File: src/rtl/serial_borrow_subtractor.sv
// Bit-serial subtractor: computes {borrow, A - B - Bin} one bit per clock, LSB first.
// Optional macro SUB_OVERFLOW_EN adds a signed-overflow flag ovf alongside Out.
module serial_borrow_subtractor #(
  parameter int WIDTH = 4
) (
  input  logic             clk,
  input  logic             rst,
  input  logic             in_valid,
  output logic             in_ready,
  input  logic [WIDTH-1:0] A,
  input  logic [WIDTH-1:0] B,
  input  logic             Bin,
  output logic             out_valid,
  input  logic             out_ready,
  output logic [WIDTH:0]   Out,
  output logic             busy
`ifdef SUB_OVERFLOW_EN
  ,output logic            ovf
`endif
);

  localparam int IDX_W = $clog2(WIDTH);

  typedef enum logic [1:0] {IDLE, BUSY, DONE} state_e;

  state_e             state_q, state_d;
  logic [IDX_W-1:0]   idx_q, idx_d;
  logic [WIDTH-1:0]   a_q, a_d;
  logic [WIDTH-1:0]   b_q, b_d;
  logic               br_q, br_d;
  logic [WIDTH:0]     out_q, out_d;
`ifdef SUB_OVERFLOW_EN
  logic               ovf_q, ovf_d;
`endif

  logic d_bit;
  logic br_next;
  logic last_bit;

  assign d_bit    = a_q[0] ^ b_q[0] ^ br_q;
  assign br_next  = (~a_q[0] & b_q[0]) | (~(a_q[0] ^ b_q[0]) & br_q);
  assign last_bit = (idx_q == IDX_W'(WIDTH - 1));

  assign in_ready  = (state_q == IDLE);
  assign busy      = (state_q == BUSY);
  assign out_valid = (state_q == DONE);
  assign Out       = out_q;
`ifdef SUB_OVERFLOW_EN
  assign ovf       = ovf_q;
`endif

  // NOTE: every _d gets its hold value first so no path through this block infers a latch.
  always_comb begin
    state_d = state_q;
    idx_d   = idx_q;
    a_d     = a_q;
    b_d     = b_q;
    br_d    = br_q;
    out_d   = out_q;
`ifdef SUB_OVERFLOW_EN
    ovf_d   = ovf_q;
`endif
    unique case (state_q)
      IDLE: begin
        if (in_valid) begin
          a_d     = A;
          b_d     = B;
          br_d    = Bin;
          idx_d   = '0;
          state_d = BUSY;
        end
      end
      BUSY: begin
        // a_q doubles as the difference register: result bits enter at the MSB as operand bits leave.
        a_d   = {d_bit, a_q[WIDTH-1:1]};
        b_d   = {1'b0, b_q[WIDTH-1:1]};
        br_d  = br_next;
        idx_d = idx_q + IDX_W'(1);
        if (last_bit) begin
          out_d   = {br_next, d_bit, a_q[WIDTH-1:1]};
`ifdef SUB_OVERFLOW_EN
          ovf_d   = br_q ^ br_next;
`endif
          state_d = DONE;
        end
      end
      DONE: begin
        if (out_ready) state_d = IDLE;
      end
      default: state_d = IDLE;
    endcase
  end

  // NOTE: state uses non-blocking assignments so every register samples pre-edge values.
  always_ff @(posedge clk) begin
    if (rst) begin
      // NOTE: the operand shifters are cleared too; they are few flops and this keeps X out of Out paths.
      state_q <= IDLE;
      idx_q   <= '0;
      a_q     <= '0;
      b_q     <= '0;
      br_q    <= 1'b0;
      out_q   <= '0;
`ifdef SUB_OVERFLOW_EN
      ovf_q   <= 1'b0;
`endif
    end else begin
      state_q <= state_d;
      idx_q   <= idx_d;
      a_q     <= a_d;
      b_q     <= b_d;
      br_q    <= br_d;
      out_q   <= out_d;
`ifdef SUB_OVERFLOW_EN
      ovf_q   <= ovf_d;
`endif
    end
  end

endmodule

File: config.mk
export PLATFORM = sky130hd
export DESIGN_NAME = serial_borrow_subtractor
export DESIGN_NICKNAME = d
export VERILOG_FILES = /design/src/rtl/serial_borrow_subtractor.sv
export SDC_FILE = /design/constraint.sdc
export NUM_CORES = 1
export LEC_CHECK = 0
export BUFFER_PORTS_ARGS = -buffer_cell sky130_fd_sc_hd__buf_2
export CORE_MARGIN = 2
export CORE_UTILIZATION = 30
export DETAILED_ROUTE_END_ITERATION = 12
export GPL_TIMING_DRIVEN = 1
export HOLD_SLACK_MARGIN = 0.12
export PLACE_DENSITY = 0.57
export REMOVE_ABC_BUFFERS = 1
export SYNTH_ARGS = -nofsm -noshare
export SYNTH_HDL_FRONTEND = slang
export SYNTH_SLANG_ARGS = --single-unit
File: constraint.sdc
create_clock -name clk -period 2.45 [get_ports clk]
set_input_delay 0.245 -clock clk [delete_from_list [all_inputs] [get_ports clk]]
set_output_delay 0.245 -clock clk [all_outputs]
set_load 0.005 [all_outputs]
After elaboration in Yosys (flattened, before gate mapping)
Cells that the tools add are included.
{"block": "classes", "bitwise_logic": 7, "n_reduce_logical": 5, "muxes": 12, "addsub": 1, "eq_ne": 6}
{"op": "$pmux 4 s2", "n": 2}
{"op": "$mux 2", "n": 4}
{"op": "$mux 4", "n": 2}
{"op": "$pmux 2 s3", "n": 1}
{"op": "$eq 2x2->1 const B", "n": 2}
{"op": "$ne 2x1->1 const B", "n": 2}
{"op": "$pmux 2 s2", "n": 1}
{"op": "$reduce_and 2->1", "n": 2}
{"op": "$reduce_and 3->1", "n": 1}
{"op": "$add 2x1->2 const B", "n": 1}
{"op": "$and 1x1->1", "n": 2}
{"op": "$eq 2x1->1 const B", "n": 1}
{"op": "$logic_not 2->1", "n": 1}
{"op": "$ne 2x2->1 const B", "n": 1}
{"op": "$not 1->1", "n": 2}
{"op": "$pmux 1 s2", "n": 1}
{"op": "$reduce_bool 2->1", "n": 1}
{"op": "$xor 1x1->1", "n": 2}
{"op": "$mux 1", "n": 1}
{"op": "$or 1x1->1", "n": 1}
{"block": "word_totals", "input_bits": 13, "out_inout_bits": 8, "wordCells": 37, "register_bits": 18}

Depth between registers and ports, before layout
{"block": "logic_depth", "word_depth": 5, "depth_mapped": 6, "depth_no_buf": 5}

Worst setup path after synthesis
No wires, ideal clock.
{"block": "synth_path", "kind": "register -> register", "startpoint": "register b_q[0]", "endpoint": "register a_q[3]", "synth_period_minus_slack_ns": 1.208, "slack_ns": 1.242, "path_stages_with_launch": 5, "path_buffers": 0, "t_arrival_ns": 1.128, "t_required_ns": 2.371, "path_cell_list": "dfxtp_1 > inv_1 > fa_1 > mux2i_1 > a211oi_2"}
{"block": "synth_via", "elab_chain_cells": 3}
{"element": "from (decl)", "line": "29", "rtl": "logic [WIDTH-1:0] b_q, b_d;"}
{"element": "from (signal assigned)", "line": "101", "rtl": "b_q <= '0;"}
{"element": "from (signal assigned)", "line": "111", "rtl": "b_q <= b_d;"}
{"element": "$xor 1x1->1 (2 in series)", "line": "40", "rtl": "assign d_bit = a_q[0] ^ b_q[0] ^ br_q;"}
{"element": "named net d_bit", "line": "36", "rtl": "logic d_bit;"}
{"element": "$pmux 4 s2", "line": "63", "rtl": "unique case (state_q)"}
{"element": "to (signal assigned)", "line": "100", "rtl": "a_q <= '0;"}
{"element": "to (signal assigned)", "line": "110", "rtl": "a_q <= a_d;"}
{"element": "to (decl)", "line": "28", "rtl": "logic [WIDTH-1:0] a_q, a_d;"}
The timed path passes the listed nets, and every way through them passes these cells.
A chain may end at the register's enable or synchronous reset.

Worst setup path in the final report
{"block": "layout_path", "startpoint": "register state_q[0]", "endpoint": "output port busy"}
{"block": "layout_via", "elab_chain_cells": 1}
{"element": "from (decl)", "line": "26", "rtl": "state_e state_q, state_d;"}
{"element": "from (signal assigned)", "line": "108", "rtl": "state_q <= state_d;"}
{"element": "$eq 2x1->1", "line": "45", "rtl": "assign busy = (state_q == BUSY);"}
{"element": "to (decl)", "line": "16", "rtl": "output logic busy"}
Every way passes these cells.

==> flow_summary.yaml <==
outcome:
  status: "complete, no violations"
clocking:
  cts_tree: "built"
  clk_pin_slew_ps: 100
  ctsLongestPathBuffers: 2
  htreeDepth: 1
  cts_resized: 0
  clk_root_buffer_cell: "clkbuf_4"
  post_cts_buffers: 0
  clock_latency_ps: 300
  cts.sinks: 18
  cts_hold_buf: 0
  cts_buffers: 3
synthesis:
  async_flop_share_pct: 0
  synth_area_um2: 841
  seq_area_frac_synth_pct: 42.9
  synth.distinct_cells: 26
  syn_inst: 84
  synth_top_area_share_pct: 42.9
  yosysTopAreaCell: "dfxtp_1"
  yosysWarningCount: 0
  ys_ff_latch: 18
  ys.flop_type: "dfxtp_1"
  synth_edf_count: 0
  netlist_top_cells_area: "dfxtp_1 43%, a211oi_2 12%, mux2i_1 8.3%"
  syn_area_per_cell_um2: 10.0
grt:
  gr-usage-met3_pct: 4.99
  grt.busiest_layer: "met2"
  track_usage_pct: 11.3
  met2_usage_pct: 19.0
  grt_pass1_vias: 653
  gr-total-overflow: 0
  use_met1_pct: 13.9
  grt_max_degree: 19
  grt_pass1_wl_um: 2920
  grt_antenna_before_repair: 0
layout:
  final_nets: 117
  antennaDiodeCount: 0
  fin_area_um2: 956
  register_area_um2: 360
  syn_to_final_growth_pct: 13.7
  instances_no_fill: 132
  drive_gt1_share_pct: 32.7
  n_fill_cell: 300
  multi_input_area_um2: 405
worst_setup_path:
  cp.arrival_ps: 1630
  required_ps: 2200
  rr_endpoint: "a_q[2]$_SDFFE_PP0P_"
  r2r_slack_ps: 840
  path_class: "reg2out"
  r2r-start: "state_q[0]$_SDFFE_PP0P_"
  r2r_cells: 3
  end_kind: "output pin"
  start_kind: "flop"
  cp_max_fo: 9
pwr:
  p_clk_share_pct: 30.9
  intPower_mw: 0.441
  p_sw_mw: 0.154
  p_seq_share_pct: 54.3
  switching_share_pct: 25.9
  cellPowerDensity_nw_per_um2: 622
  power_mw: 0.595
  combinationalPowerShare_pct: 14.8
  leakagePower_nw: 0.390
  irDropWorstVdd_mv: 0.471
floorplan:
  die_h_um: 56.9
  fp.dieW_um: 56.9
  io_pins: 21
  die-area_um2: 3240
  start_util_pct: 31.0
  core-area_um2: 2710
  row_count: 19
sta:
  clock_skew_ps: 9.67
  worstMarginPinSlew_ps: 681
  tns_ps: 0
  final-max-slew-violation-count: 0
  setup_viol: 0
  min_period_over_period_pct: 76.4
  finalCriticalPeriod_ps: 1870
  slew_headroom_pct: 54.6
  max_freq_ghz: 0.534
  hold_viol_final: 0
  rsz0062_at_grt: "false"
min_path:
  hold_path_startpoint: "out_ready"
  hold_end: "state_q[1]$_SDFFE_PP0P_"
  holdPathStages: 3
  hold_path_class: "in2reg"
run:
  maxCapViolCount: 0
placement:
  gp_congestion: 0.709
  port_buffers: 20
  placed_cells: 128
  placed_area_um2: 920
  dp_hpwl_um: 1240
detailed_routing:
  vias_per_cell: 4.85
  vias: 640
  firstDrtPassIters: 4
  ant_nets: 0
  drt-initial-drc-count: 9
  wl_um: 1620
  post_drt_wl_per_cell_um: 12.3
  drc_errors: 0
==> worst max-delay path by stage <==
| stage | startpoint | to | slack [ps] |
|---|---|---|---|
| floorplan | state_q[0]$_SDFFE_PP0P_ | br_q$_SDFFE_PP0P_ | 890 |
| detailed placement | state_q[0]$_SDFFE_PP0P_ | b_q[1]$_SDFFE_PP0P_ | 860 |
| global placement | state_q[0]$_SDFFE_PP0P_ | Out[4]$_SDFFE_PP0P_ | 930 |
| global route | state_q[0]$_SDFFE_PP0P_ | busy | 440 |
| finish | state_q[0]$_SDFFE_PP0P_ | busy | 580 |
| CTS | state_q[0]$_SDFFE_PP0P_ | busy | 570 |
==> cell usage after synthesis, types with 2 or more instances <==
library cell  number
buf_2              2
buf_6              2
a211oi_2           8
mux2i_1            7
nand3_1            4
nor2_1            11
nor2b_1            2
nand2_1            6
a21oi_1            7
dfxtp_1           18
inv_1              2
==> layout make-up <==
type | count | share of cell area, %
repair buffers | 21 | 11.3
clock buffers | 4 | 3.80
multi-input cells | 56 | 42.4
flip-flops and latches | 18 | 37.7
inverters | 2 | 0.785
well taps | 31 | 4.06
==> cells by family after synthesis <==
kind of cell             after synthesis  synth area share [%]
flip-flops                            18                  42.9
buffers and inverters                 10                  8.93
multiplexers                           7                  8.33
AND/OR/NAND/NOR                       25                  13.1
AO/OA/AOI/OAI                         22                  22.9
adder cells (fa/ha/maj)                2                  3.87
==> power groups by stage <==
| stage | Combinational, mW | Sequential [mW] | Clock [mW] |
|---|---|---|---|
| detailed placement | 0.0893 | 0.330 | 0 |
| CTS | 0.0895 | 0.323 | 0.190 |
| global placement | 0.0860 | 0.329 | 0 |
| finish | 0.0879 | 0.323 | 0.184 |
| floorplan | 0.0554 | 0.329 | 0 |
| global route | 0.0993 | 0.327 | 0.207 |
==> sequential cells by signal, summed over array words and instances (netlist names) <==
name	flops
Out	5
a_q	4
b_q	4
br_q	1
idx_q	2
state_q	2
==> metal layers <==
| metal | part of all wire (%) | routed length (µm) |
|---|---|---|
| met1 | 45 | 731 |
| met2 | 48 | 780 |
| met3 | 6.8 | 110 |
| met4 | 0 | 0 |
| met5 | 0 | 0 |
==> per-stage QoR <==
| stage | hold slack, ps | setup slack, ps | utilization, % |
|---|---|---|---|
| global route | 202 | 444 | 35.3 |
| global placement | 442 | 925 | 33.9 |
| finish | 210 | 579 | 35.3 |
| detailed placement | 445 | 860 | 33.9 |
| CTS | 204 | 569 | 35.3 |
| floorplan | 310 | 886 | - |
==> critical path, cell delays in order (launching register included) <==
cell     delay [ps]
dfxtp_1         550
nor2b_1         560
buf_2           220
==> cells in the final DEF (no fill, tap or decap), types with 2 or more instances in the layout <==
cell,instances
a211oi_2,8
a21oi_1,7
buf_2,20
clkbuf_4,3
dfxtp_1,18
inv_1,2
mux2i_1,7
nand2_1,6
nand3_1,4
nor2_1,11
nor2b_1,2
(Power assumes the default switching activity.)
